--- src/rtl/adc_acq_sequencer.sv ---
// ADC acquisition sequencer: paces conversions, strobes ADC convst/rd_n, pulses
// load, then waits for the serializer before the next frame. Flags overrun and busy timeout.
module adc_acq_sequencer #(
  parameter int unsigned SAMPLE_DIV   = 1000,
  parameter int unsigned CONV_PULSE   = 2,
  parameter int unsigned RD_CYCLES    = 3,
  parameter int unsigned BUSY_TIMEOUT = 255,
  parameter int unsigned CNT_W        = 16
) (
  input  logic             clk,
  input  logic             reset,
  input  logic             enable,
  input  logic             clear_err,
  input  logic             adc_busy,
  input  logic             ser_empty_tick,
  output logic             adc_convst,
  output logic             adc_rd_n,
  output logic             load,
  output logic [CNT_W-1:0] sample_count,
  output logic             overrun,
  output logic             timeout_err,
  output logic [2:0]       state
);

  localparam int unsigned DivW  = $clog2(SAMPLE_DIV);
  localparam int unsigned PhMax = (CONV_PULSE > RD_CYCLES) ?
                                  ((CONV_PULSE > BUSY_TIMEOUT) ? CONV_PULSE : BUSY_TIMEOUT) :
                                  ((RD_CYCLES > BUSY_TIMEOUT) ? RD_CYCLES : BUSY_TIMEOUT);
  localparam int unsigned PhW   = $clog2(PhMax + 1);

  typedef enum logic [2:0] {
    StIdle  = 3'd0,
    StConv  = 3'd1,
    StWaitB = 3'd2,
    StRead  = 3'd3,
    StShift = 3'd4
  } state_e;

  state_e           state_q, state_d;
  logic [DivW-1:0]  div_q, div_d;
  logic [PhW-1:0]   phase_q, phase_d;
  logic [CNT_W-1:0] count_q, count_d;
  logic             convst_q, convst_d;
  logic             rd_n_q, rd_n_d;
  logic             load_q, load_d;
  logic             overrun_q, overrun_d;
  logic             timeout_q, timeout_d;
  logic             sample_tick;
  logic             timeout_set;

  always_comb begin
    div_d = '0;
    if (enable && div_q != DivW'(SAMPLE_DIV - 1)) div_d = div_q + DivW'(1);
  end

  assign sample_tick = enable && (div_q == DivW'(SAMPLE_DIV - 1));

  always_comb begin
    state_d     = state_q;
    phase_d     = '0;
    count_d     = count_q;
    timeout_set = 1'b0;
    case (state_q)
      StIdle: begin
        if (sample_tick) state_d = StConv;
      end
      StConv: begin
        if (phase_q == PhW'(CONV_PULSE - 1)) state_d = StWaitB;
        else                                 phase_d = phase_q + PhW'(1);
      end
      StWaitB: begin
        if (!adc_busy) begin
          state_d = StRead;
        end else if (phase_q == PhW'(BUSY_TIMEOUT - 1)) begin
          state_d     = StIdle;
          timeout_set = 1'b1;
        end else begin
          phase_d = phase_q + PhW'(1);
        end
      end
      StRead: begin
        if (phase_q == PhW'(RD_CYCLES - 1)) state_d = StShift;
        else                                phase_d = phase_q + PhW'(1);
      end
      StShift: begin
        if (ser_empty_tick) begin
          state_d = StIdle;
          count_d = count_q + CNT_W'(1);
        end
      end
      default: state_d = StIdle;
    endcase

    // Strobes are decoded from the next state so they leave a flop directly.
    convst_d = (state_d == StConv);
    rd_n_d   = (state_d != StRead);
    load_d   = (state_d == StRead) && (phase_d == PhW'(RD_CYCLES - 1));

    // Setting a flag takes priority over clear_err in the same cycle.
    overrun_d = overrun_q;
    if (clear_err)                           overrun_d = 1'b0;
    if (sample_tick && state_q != StIdle)    overrun_d = 1'b1;
    timeout_d = timeout_q;
    if (clear_err)   timeout_d = 1'b0;
    if (timeout_set) timeout_d = 1'b1;
  end

  always_ff @(posedge clk or posedge reset) begin
    if (reset) begin
      state_q   <= StIdle;
      div_q     <= '0;
      phase_q   <= '0;
      count_q   <= '0;
      convst_q  <= 1'b0;
      rd_n_q    <= 1'b1;
      load_q    <= 1'b0;
      overrun_q <= 1'b0;
      timeout_q <= 1'b0;
    end else begin
      state_q   <= state_d;
      div_q     <= div_d;
      phase_q   <= phase_d;
      count_q   <= count_d;
      convst_q  <= convst_d;
      rd_n_q    <= rd_n_d;
      load_q    <= load_d;
      overrun_q <= overrun_d;
      timeout_q <= timeout_d;
    end
  end

  assign adc_convst   = convst_q;
  assign adc_rd_n     = rd_n_q;
  assign load         = load_q;
  assign sample_count = count_q;
  assign overrun      = overrun_q;
  assign timeout_err  = timeout_q;
  assign state        = state_q;

endmodule
--- config.mk ---
export PLATFORM = sky130hd
export DESIGN_NAME = adc_acq_sequencer
export DESIGN_NICKNAME = d
export VERILOG_FILES = /design/src/rtl/adc_acq_sequencer.sv
export SDC_FILE = /design/constraint.sdc
export NUM_CORES = 1
export LEC_CHECK = 0
export BUFFER_PORTS_ARGS = -buffer_cell sky130_fd_sc_hd__buf_2
export CAP_MARGIN = 20
export CORE_MARGIN = 2
export CORE_UTILIZATION = 56
export CTS_CLUSTER_DIAMETER = 200
export DETAILED_ROUTE_END_ITERATION = 8
export PLACE_DENSITY = 0.78
export SLEW_MARGIN = 20
export SYNTH_ARGS = -nofsm -noshare
export SYNTH_HDL_FRONTEND = slang
export SYNTH_SLANG_ARGS = --single-unit
export TNS_END_PERCENT = 20
--- constraint.sdc ---
create_clock -name clk -period 2.5 [get_ports clk]
set_clock_uncertainty 0.05 [all_clocks]
set_input_delay 0.375 -clock clk [delete_from_list [all_inputs] [get_ports clk]]
set_output_delay 0.375 -clock clk [all_outputs]
set_load 0.02 [all_outputs]
Word level (Yosys, flattened, before mapping). Cells that the tools add are included. W data, S select, Z words.

Input port bits: 6. Bits in registers: 42. Bits in writable memories: 0. Output and inout bits: 24. Latch bits: 0. Memories kept: 0. ROM bits: 0. Word-level logic and storage cells: 53.

Div/mod/pow operators: 0. Equal/unequal tests: 13. Reductions and logical operators: 9. Bitwise operators: 0. Add/subtract/negate cells: 3. Muxes and demuxes: 19. $mul: 0. Order comparisons: 0. Shift operators: 0.

Operator list (number): $mux W8 (4); $pmux W8 S3 (1); $mux W3 (6); $add A16 B1 Y16 const B (1); $eq A8 B2 Y1 const B (2); $pmux W3 S5 (1); $add A10 B1 Y10 const B (1); $eq A10 B10 Y1 const B (1); $mux W10 (1); $ne A10 B10 Y1 const B (1); $eq A3 B2 Y1 const B (3); $add A8 B1 Y8 const B (1); $eq A8 B1 Y1 const B (1); $eq A8 B8 Y1 const B (1); $eq A3 B1 Y1 const B (2); $mux W1 (6); $logic_and A1 B1 Y1 (4); $reduce_bool A2 Y1 (2); $eq A3 B3 Y1 const B (1); $logic_not A3 Y1 (1); $ne A3 B2 Y1 const B (1); $reduce_bool A3 Y1 (1); $reduce_and A2 Y1 (1).

Logic depth before layout (Yosys ltp). Gate-level depths: netlist (run 1).

Word-level depth: 6. Mapped depth: 6. Mapped depth without buffers: 6.

Least setup slack after synthesis (run 1). Ideal clock, no wire load.

Path kind: register to register. Start point: register phase_q[0]. End point: register load_q, in the netlist load. Cell stages (with the launch flop): 6. Slack: 739 ps. Period minus slack after synthesis: 1761 ps. Data arrival time: 1615 ps. Cell sequence: dfrtp_1 > ha_1 > a211o_1 > a2111oi_0 > o221ai_1 > nor4_2.

Longest elaborated chain between the ends: 6.

Ends and longest elaborated chain: start: declaration (line 41) `logic [PhW-1:0] phase_q, phase_d;`; start signal: assignment (line 122) `phase_q <= phase_d;`; $add A8 B1 Y8 or $eq A8 B8 Y1 (tied branches); $mux W8 or $mux W3 (tied branches) (line 74) `end else if (phase_q == PhW'(BUSY_TIMEOUT - 1)) begin`; $mux W8 or $mux W3 (tied branches) (line 72) `if (!adc_busy) begin`; $pmux W8 S3 or $pmux W3 S5 (tied branches) (line 63) `case (state_q)`; $eq A8 B2 Y1 or $eq A3 B2 Y1 (tied branches) (line 97) `load_d = (state_d == StRead) && (phase_d == PhW'(RD_CYCLES - 1));`; $logic_and A1 B1 Y1 (*) (line 97); via load_d (line 45) `logic load_q, load_d;`; end signal: assignment (line 126) `load_q <= load_d;`; end: declaration (line 45).

Mark *: on every way through the listed nets, which the timed path passes. The rest lies on a longest branch. A chain may end at the register's enable or synchronous reset.

Worst setup path in the final report (run 1). Ends and elaborated chain as after synthesis.

==> results by group, run 1 <==
Layout
  – Area growth, synth to finish: 13.04%
  – Fin nets: between 200 and 250
  – Area of the multi-input gates: ~960 um2
  – Storage cell area: ~1100 um2
  – Most common library cell in the layout ignoring fill and taps: dfrtp_1
  – Final core utilization: between 60% and 70%
  – Share of cells above drive strength 1: 22.17%
  – Commonest non-fill, non-tap cells in the layout: 41 x dfrtp_1, 29 x buf_2, 24 x nor2_1
  – Fillers: ~300
  – Diodes inserted: 0

Worst setup path
  – Critical Path Source Type: register
  – Kind of critical path: reg2reg
  – Critical Path AT: approximately 2.1 ns
  – Crit path capture type: register
  – Crit path buf inv count: 0
  – Top delay family on crit path: compound AO/OA/AOI/OAI gates
  – Crit-path max FO: 6
  – Crit-path slowest cell: dfrtp_1
  – CP max stage delay: ~0.44 ns
  – Worst Path Required: between 2 and 3 ns
  – CP cell instances: ha_1, a211o_1, a2111oi_0, o221ai_1, nor4_2

Floorplan
  – Die Area: between 4000 and 5000 um2
  – # IOs: 30
  – Die X: about 65 um
  – Row Count: 22
  – Die Y: approximately 65 um
  – Initial Util: about 58%
  – Core ar.: 3606 um2

Global routing
  – Initial antenna violation count: 0
  – Wire length of the first global-routing pass: roughly 6.3 mm
  – GR Overflow Total: 0
  – Vias in the first global route: 1,367
  – Maximum number of pins on one net before global-route repair: 43
  – All-layer global routing usage: a little under 20%

CTS
  – CTS Hold Bufs: 0
  – CTS clk-pin slew, worst paths: 0.09 ns
  – CTS sink cnt: 42
  – Root Driver: clkbuf_8
  – H-tree Lvls: 2
  – CTS Buffer Depth: 2
  – Postcts setup bufs: 0
  – Clock buffer count from CTS: 5
  – CTS tree: built
  – Worst-Skew Late Latency: approximately 0.3 ns
  – Post-CTS Resized: 0

STA
  – Fin crit period: 1.913 ns
  – Setup TNS: 0 ns
  – Final setup viols: 0
  – Worst Tran Pin Value: approximately 0.63 ns
  – Max-slew violation count: 0
  – Hold Vio Cnt, Final: 0
  – RSZ-0062 raised after global routing: false
  – Max Clock Freq: between 500 and 600 MHz
  – Rel. slew slack: between 50% and 60%
  – Tcrit/Tclk final: approximately 77%

Logic synthesis
  – YS warnings: 0
  – Async SR Flop Fraction: 100.0%
  – Post-synth EDFFs: 0
  – Seq/Total Area, Yosys: 50.54%
  – Syn Area/Cell: between 10 and 15 um2
  – Gate Count Post-Synth: about 200
  – Post-Synthesis Cell Area: approximately 2100 um2
  – Main synth FF type: dfrtp_1
  – Synth cell types: between 40 and 50
  – Yosys reg bits: 42
  – Post-Syn Nets: approximately 210

Power and ir drop
  – P_leak: 1.122 nW
  – Post-layout power: about 1.2 mW
  – Max IR drop VDD: between 0.2 and 0.25 mV
  – Power density cells: 498.6 nW/um2

Drt
  – DR WL/cell: around 13 um
  – Post-DRT Antenna Nets: 0
  – Drt via density: about 5.3
  – Drt pass-1 iters: 4
  – DRT Wirelength: ~3.7 mm
  – # DRC: 0
  – Vias: 1,470
  – Initial drt markers: 87

Placement
  – HPWL after DPL: 2.565 mm
  – Routability congestion estimate from global placement: 0.8103
  – Buffers on Ports: 29

Flow run
  – Max Cap Viol: 0

Worst hold path
  – Hold Crit Class: in2async

Status
  – Status: finished, final reports clean
[Yosys cell counts (3+ instances only)]
| cell | count | share of area [%] |
|---|---|---|
| dfrtp_1 | 41 | 49 |
| xor2_1 | 13 | 5.5 |
| nand4_1 | 7 | 2.1 |
| ha_1 | 5 | 3.0 |
| nor2_1 | 24 | 4.3 |
| nor3_1 | 8 | 1.9 |
| and2_1 | 3 | 0.90 |
| xnor2_1 | 16 | 6.7 |
| nand2_1 | 16 | 2.9 |
| o21ai_0 | 3 | 0.72 |
| inv_1 | 10 | 1.8 |
| nand3_1 | 10 | 2.4 |
[registers in the layout, summed over array words and instances (netlist names)]
signal	count
overrun	1
phase_q	8
state	3
adc_rd_n	1
timeout_err	1
load	1
sample_count	16
adc_convst	1
div_q	10
[metrics by stage]
stage / setup WS [ns] / std cells / area (um2) / hold WS [ns]
floorplan: 0.7394 / 197 / 2082 / 0.4047
global placement: 0.6488 / 270 / 2260 / 0.4023
detailed placement: 0.6111 / 270 / 2260 / 0.4076
CTS: 0.5916 / 278 / 2354 / 0.1552
global route: 0.3807 / 278 / 2354 / 0.2088
finish: 0.5865 / 278 / 2354 / 0.1397
[worst paths after layout]
kind / endpoint / slack, ns / cells past startpoint / start
min in group clk: overrun / 0.22 / 2 / clear_err
setup / recovery: load / 0.59 / 5 / phase_q[0]
hold / removal: sample_count[15] / 0.14 / 3 / reset
setup reg to reg: load / 0.59 / 5 / phase_q[0]
max in group asynchronous: adc_rd_n / 1.89 / 3 / reset
hold reg to reg: sample_count[15] / 0.42 / 1 / sample_count[15]
[logic make-up (layout without fill, tap and decap cells)]
logic type	after synthesis	after routing	share of synthesized area, %
XOR/XNOR	29	29	12.20
flip-flops	42	42	50.54
adder cells (fa/ha/maj)	5	5	3.005
AND/OR/NAND/NOR	88	88	23.14
AO/OA/AOI/OAI	16	16	6.550
multiplexers	2	2	1.082
buffers and inverters	15	48	3.485
[layer usage]
layer / global-route usage [%] / wire length [um] / vias to the layer above
li1: - / - / 740
met2: 31.96 / 1799 / 20
met3: 5.035 / 131 / 6
met4: 7.979 / 58 / 0
met5: 0 / 0 / -
met1: 24.69 / 1709 / 704
[layout make-up]
class,instances,area share [%]
Inverter,10,1.595
Clock buffer,5,2.924
Clock inverter,3,1.063
Multi-Input combinational cell,140,40.67
Tap cell,48,2.552
Sequential cell,42,44.71
Timing Repair Buffer,30,6.486
[worst min-delay path, delay by kind of cell]
| family | cells | cell delay (ns) |
|---|---|---|
| buf+inv | 3 | 0.57 |
[power breakdown]
part           internal, mW  leakage [nW]  switching [mW]  total (mW)
combinational        0.0105         0.502          0.0240      0.0345
clock                 0.201        0.0447           0.249       0.451
sequential            0.683         0.576         0.00481       0.688
Note: power is estimated with default switching activity, not from simulation.
==> run 2, diff against run 1 <==
--- a/config.mk
+++ b/config.mk
@@ -5,13 +5,14 @@
 export SDC_FILE = /design/constraint.sdc
 export NUM_CORES = 1
 export LEC_CHECK = 0
+export ABC_AREA = 1
 export BUFFER_PORTS_ARGS = -buffer_cell sky130_fd_sc_hd__buf_2
 export CAP_MARGIN = 20
 export CORE_MARGIN = 2
-export CORE_UTILIZATION = 56
+export CORE_UTILIZATION = 57
 export CTS_CLUSTER_DIAMETER = 200
 export DETAILED_ROUTE_END_ITERATION = 8
-export PLACE_DENSITY = 0.78
+export PLACE_DENSITY = 0.79
 export SLEW_MARGIN = 20
 export SYNTH_ARGS = -nofsm -noshare
 export SYNTH_HDL_FRONTEND = slang
==> constraint.sdc (replaced) <==
create_clock -name clk -period 1.85 [get_ports clk]
set_clock_uncertainty 0.05 [all_clocks]
set_input_delay 0.2775 -clock clk [delete_from_list [all_inputs] [get_ports clk]]
set_output_delay 0.2775 -clock clk [all_outputs]
set_load 0.02 [all_outputs]
==> results by group, run 2 <==
Status
  – Status: finished, final reports clean

Logic synthesis
  – YS warnings: 0
  – Gate Count Post-Synth: between 200 and 300
  – Adder-Cell Fraction of Synth Area: approximately 2.8%
  – Post-synth EDFFs: 0
  – Synth top area share: 46.20%
  – Main synth FF type: dfrtp_1
  – XOR/XNOR Fraction of Synth Area: under 10%
  – Post-Synthesis Cell Area: 2221 um2
  – Largest family of logic cells by synthesized area: simple AND/OR/NAND/NOR gates
  – Syn Area/Cell: approximately 8.4 um2
  – Post-Syn Nets: around 270
  – Yosys reg bits: 42
  – Synth Area in Compound Gates: between 4 and 5%
  – Simple logic cell fraction of the synthesized area: between 30% and 40%
  – Synth cell types: 31
  – Multiplexer share of the synthesized area: 0%
  – Synth area leader: dfrtp_1
  – Async SR Flop Fraction: 100.0%
  – Count leader, synth: nand2_1
  – Seq/Total Area, Yosys: between 40% and 50%
  – Area contributors post-synth: dfrtp_1 46%, nand2_1 9.5%, inv_1 6.3%
  – Commonest cells post-synth: 56 x nand2_1, 41 x dfrtp_1, 37 x inv_1

Global routing
  – Initial antenna violation count: 0
  – Met1 Use GR: 29.13%
  – Maximum number of pins on one net before global-route repair: 43
  – Grt peak-use layer: met2
  – GR Overflow Total: 0
  – Grt met2 use: a little under two fifths
  – Vias in the first global route: between 1.5k and 2k
  – All-layer global routing usage: about 23%
  – Wire length of the first global-routing pass: approximately 7.5 mm
  – GRT met3 Usage: 5.792%

Drt
  – Drt pass-1 iters: 4
  – DRT Wirelength: around 4.3 mm
  – Post-DRT Antenna Nets: 0
  – Drt via density: between 5 and 6
  – # DRC: 0
  – Initial drt markers: ~130
  – Vias: 1,748
  – DR WL/cell: ~12 um

Layout
  – Fin nets: 311
  – Storage cell area: between 1000 and 1500 um2
  – Diodes inserted: 0
  – Share of cells above drive strength 1: a little over a fifth
  – Commonest non-fill, non-tap cells in the layout: 56 x nand2_1, 41 x dfrtp_1, 37 x inv_1
  – Most common library cell in the layout ignoring fill and taps: nand2_1
  – Area of the multi-input gates: 1006 um2
  – Final core utilization: between 60 and 70%
  – Max reg flops: 16
  – Layout Cells excl Fill: 349
  – Fillers: between 300 and 400
  – Area growth, synth to finish: 16.11%

Power and ir drop
  – Power density cells: around 700 nW/um2
  – P_leak: around 1.4 nW
  – Max IR drop VDD: about 0.54 mV

STA
  – Max Clock Freq: 599.4 MHz
  – Tcrit/Tclk final: between 90% and 100%
  – Setup TNS: 0 ns
  – Max-slew violation count: 0
  – Hold Slack: roughly 0.044 ns
  – Fin crit period: around 1.7 ns
  – Rel. slew slack: 65.50%
  – RSZ-0062 raised after global routing: false
  – Final setup viols: 0
  – Hold Vio Cnt, Final: 0
  – Worst Tran Pin Value: between 0.5 and 0.6 ns

CTS
  – Clock buffer count from CTS: 5
  – CTS tree: built
  – Post-CTS Resized: 0
  – Root Driver: clkbuf_8
  – CTS sink cnt: 42
  – Postcts setup bufs: 0
  – CTS clk-pin slew, worst paths: about 0.08 ns
  – Worst-Skew Late Latency: 0.30 ns
  – CTS Hold Bufs: 0
  – CTS Buffer Depth: 2
  – H-tree Lvls: 2

Worst setup path
  – Worst Path Required: between 1.5 and 2 ns
  – Crit-path max FO: 7
  – Crit path capture type: register
  – Kind of critical path: reg2reg
  – Critical Path Source Type: register
  – Critical Path AT: around 1.8 ns

Placement
  – Cells after DPL: between 300 and 400
  – Buffers on Ports: 29
  – HPWL after DPL: roughly 3.2 mm
  – Routability congestion estimate from global placement: roughly 0.94

Floorplan
  – Core ar.: about 3700 um2
  – Die Y: 66.42 um
  – Initial Util: 59.76%
  – Row Count: 22
  – Die X: between 60 and 70 um
  – Die Area: 4412 um2
  – # IOs: 30

Worst hold path
  – Hold Crit Class: in2async

Flow run
  – Max Cap Viol: 0
## run 2: power breakdown
part | internal (mW) | total (mW) | switching (mW)
Sequential | 0.922 | 0.926 | 0.00360
Combinational | 0.0101 | 0.0394 | 0.0293
Clock | 0.576 | 0.895 | 0.320
Total | 1.51 | 1.86 | 0.353
## run 2: cells by family after synthesis
group | count (synthesis)
adders and majority gates | 5
AOI/OAI and AO/OA | 16
DFF | 42
xor gates and xnor gates | 19
buffers and inverters | 43
and+or+nand+nor | 138
## run 2: layout make-up
| type | instances | area share (%) |
|---|---|---|
| Inverter | 42 | 6.114 |
| Clock inverter | 2 | 2.329 |
| Timing Repair Buffer | 31 | 6.211 |
| Multi-Input combinational cell | 178 | 39.01 |
| Clock buffer | 6 | 3.202 |
| Tap cell | 48 | 2.329 |
| Sequential cell | 42 | 40.81 |
## run 2: final timing paths
kind,start,endpoint,slack (ns),cells after the start
worst min register to register,div_q[0],div_q[0],0.43,1
min in group clk,clear_err,timeout_err,0.15,2
worst min-delay path,reset,div_q[0],0.04,3
max in group asynchronous,reset,adc_rd_n,1.33,3
worst max-delay path,state[1],sample_count[11],0.18,7
worst max register to register,state[1],sample_count[11],0.18,7
## run 2: metal layers
metal	routed length, um	up-vias
met5	0	-
met4	54	0
met3	141	6
met2	2057	26
met1	2085	815
li1	-	901
## run 2: worst max-delay path, cell delays in order, from the launching register on
cell and delay, ns:
dfrtp_1 0.43, nor2_2 0.16, nand3_2 0.21, inv_2 0.12, nand2_2 0.09, nor3_2 0.23, nand3_1 0.13, xnor2_1 0.14
## run 2: stage by stage
step	instance area [um2]	power (mW)	worst slack [ns]
after floorplan	2221	0.9683	0.3678
after global placement	2436	0.9840	0.2771
after detailed placement	2436	0.9854	0.2412
after CTS	2579	1.877	0.1820
after global routing	2579	1.930	0.003269
final	2579	1.861	0.1815
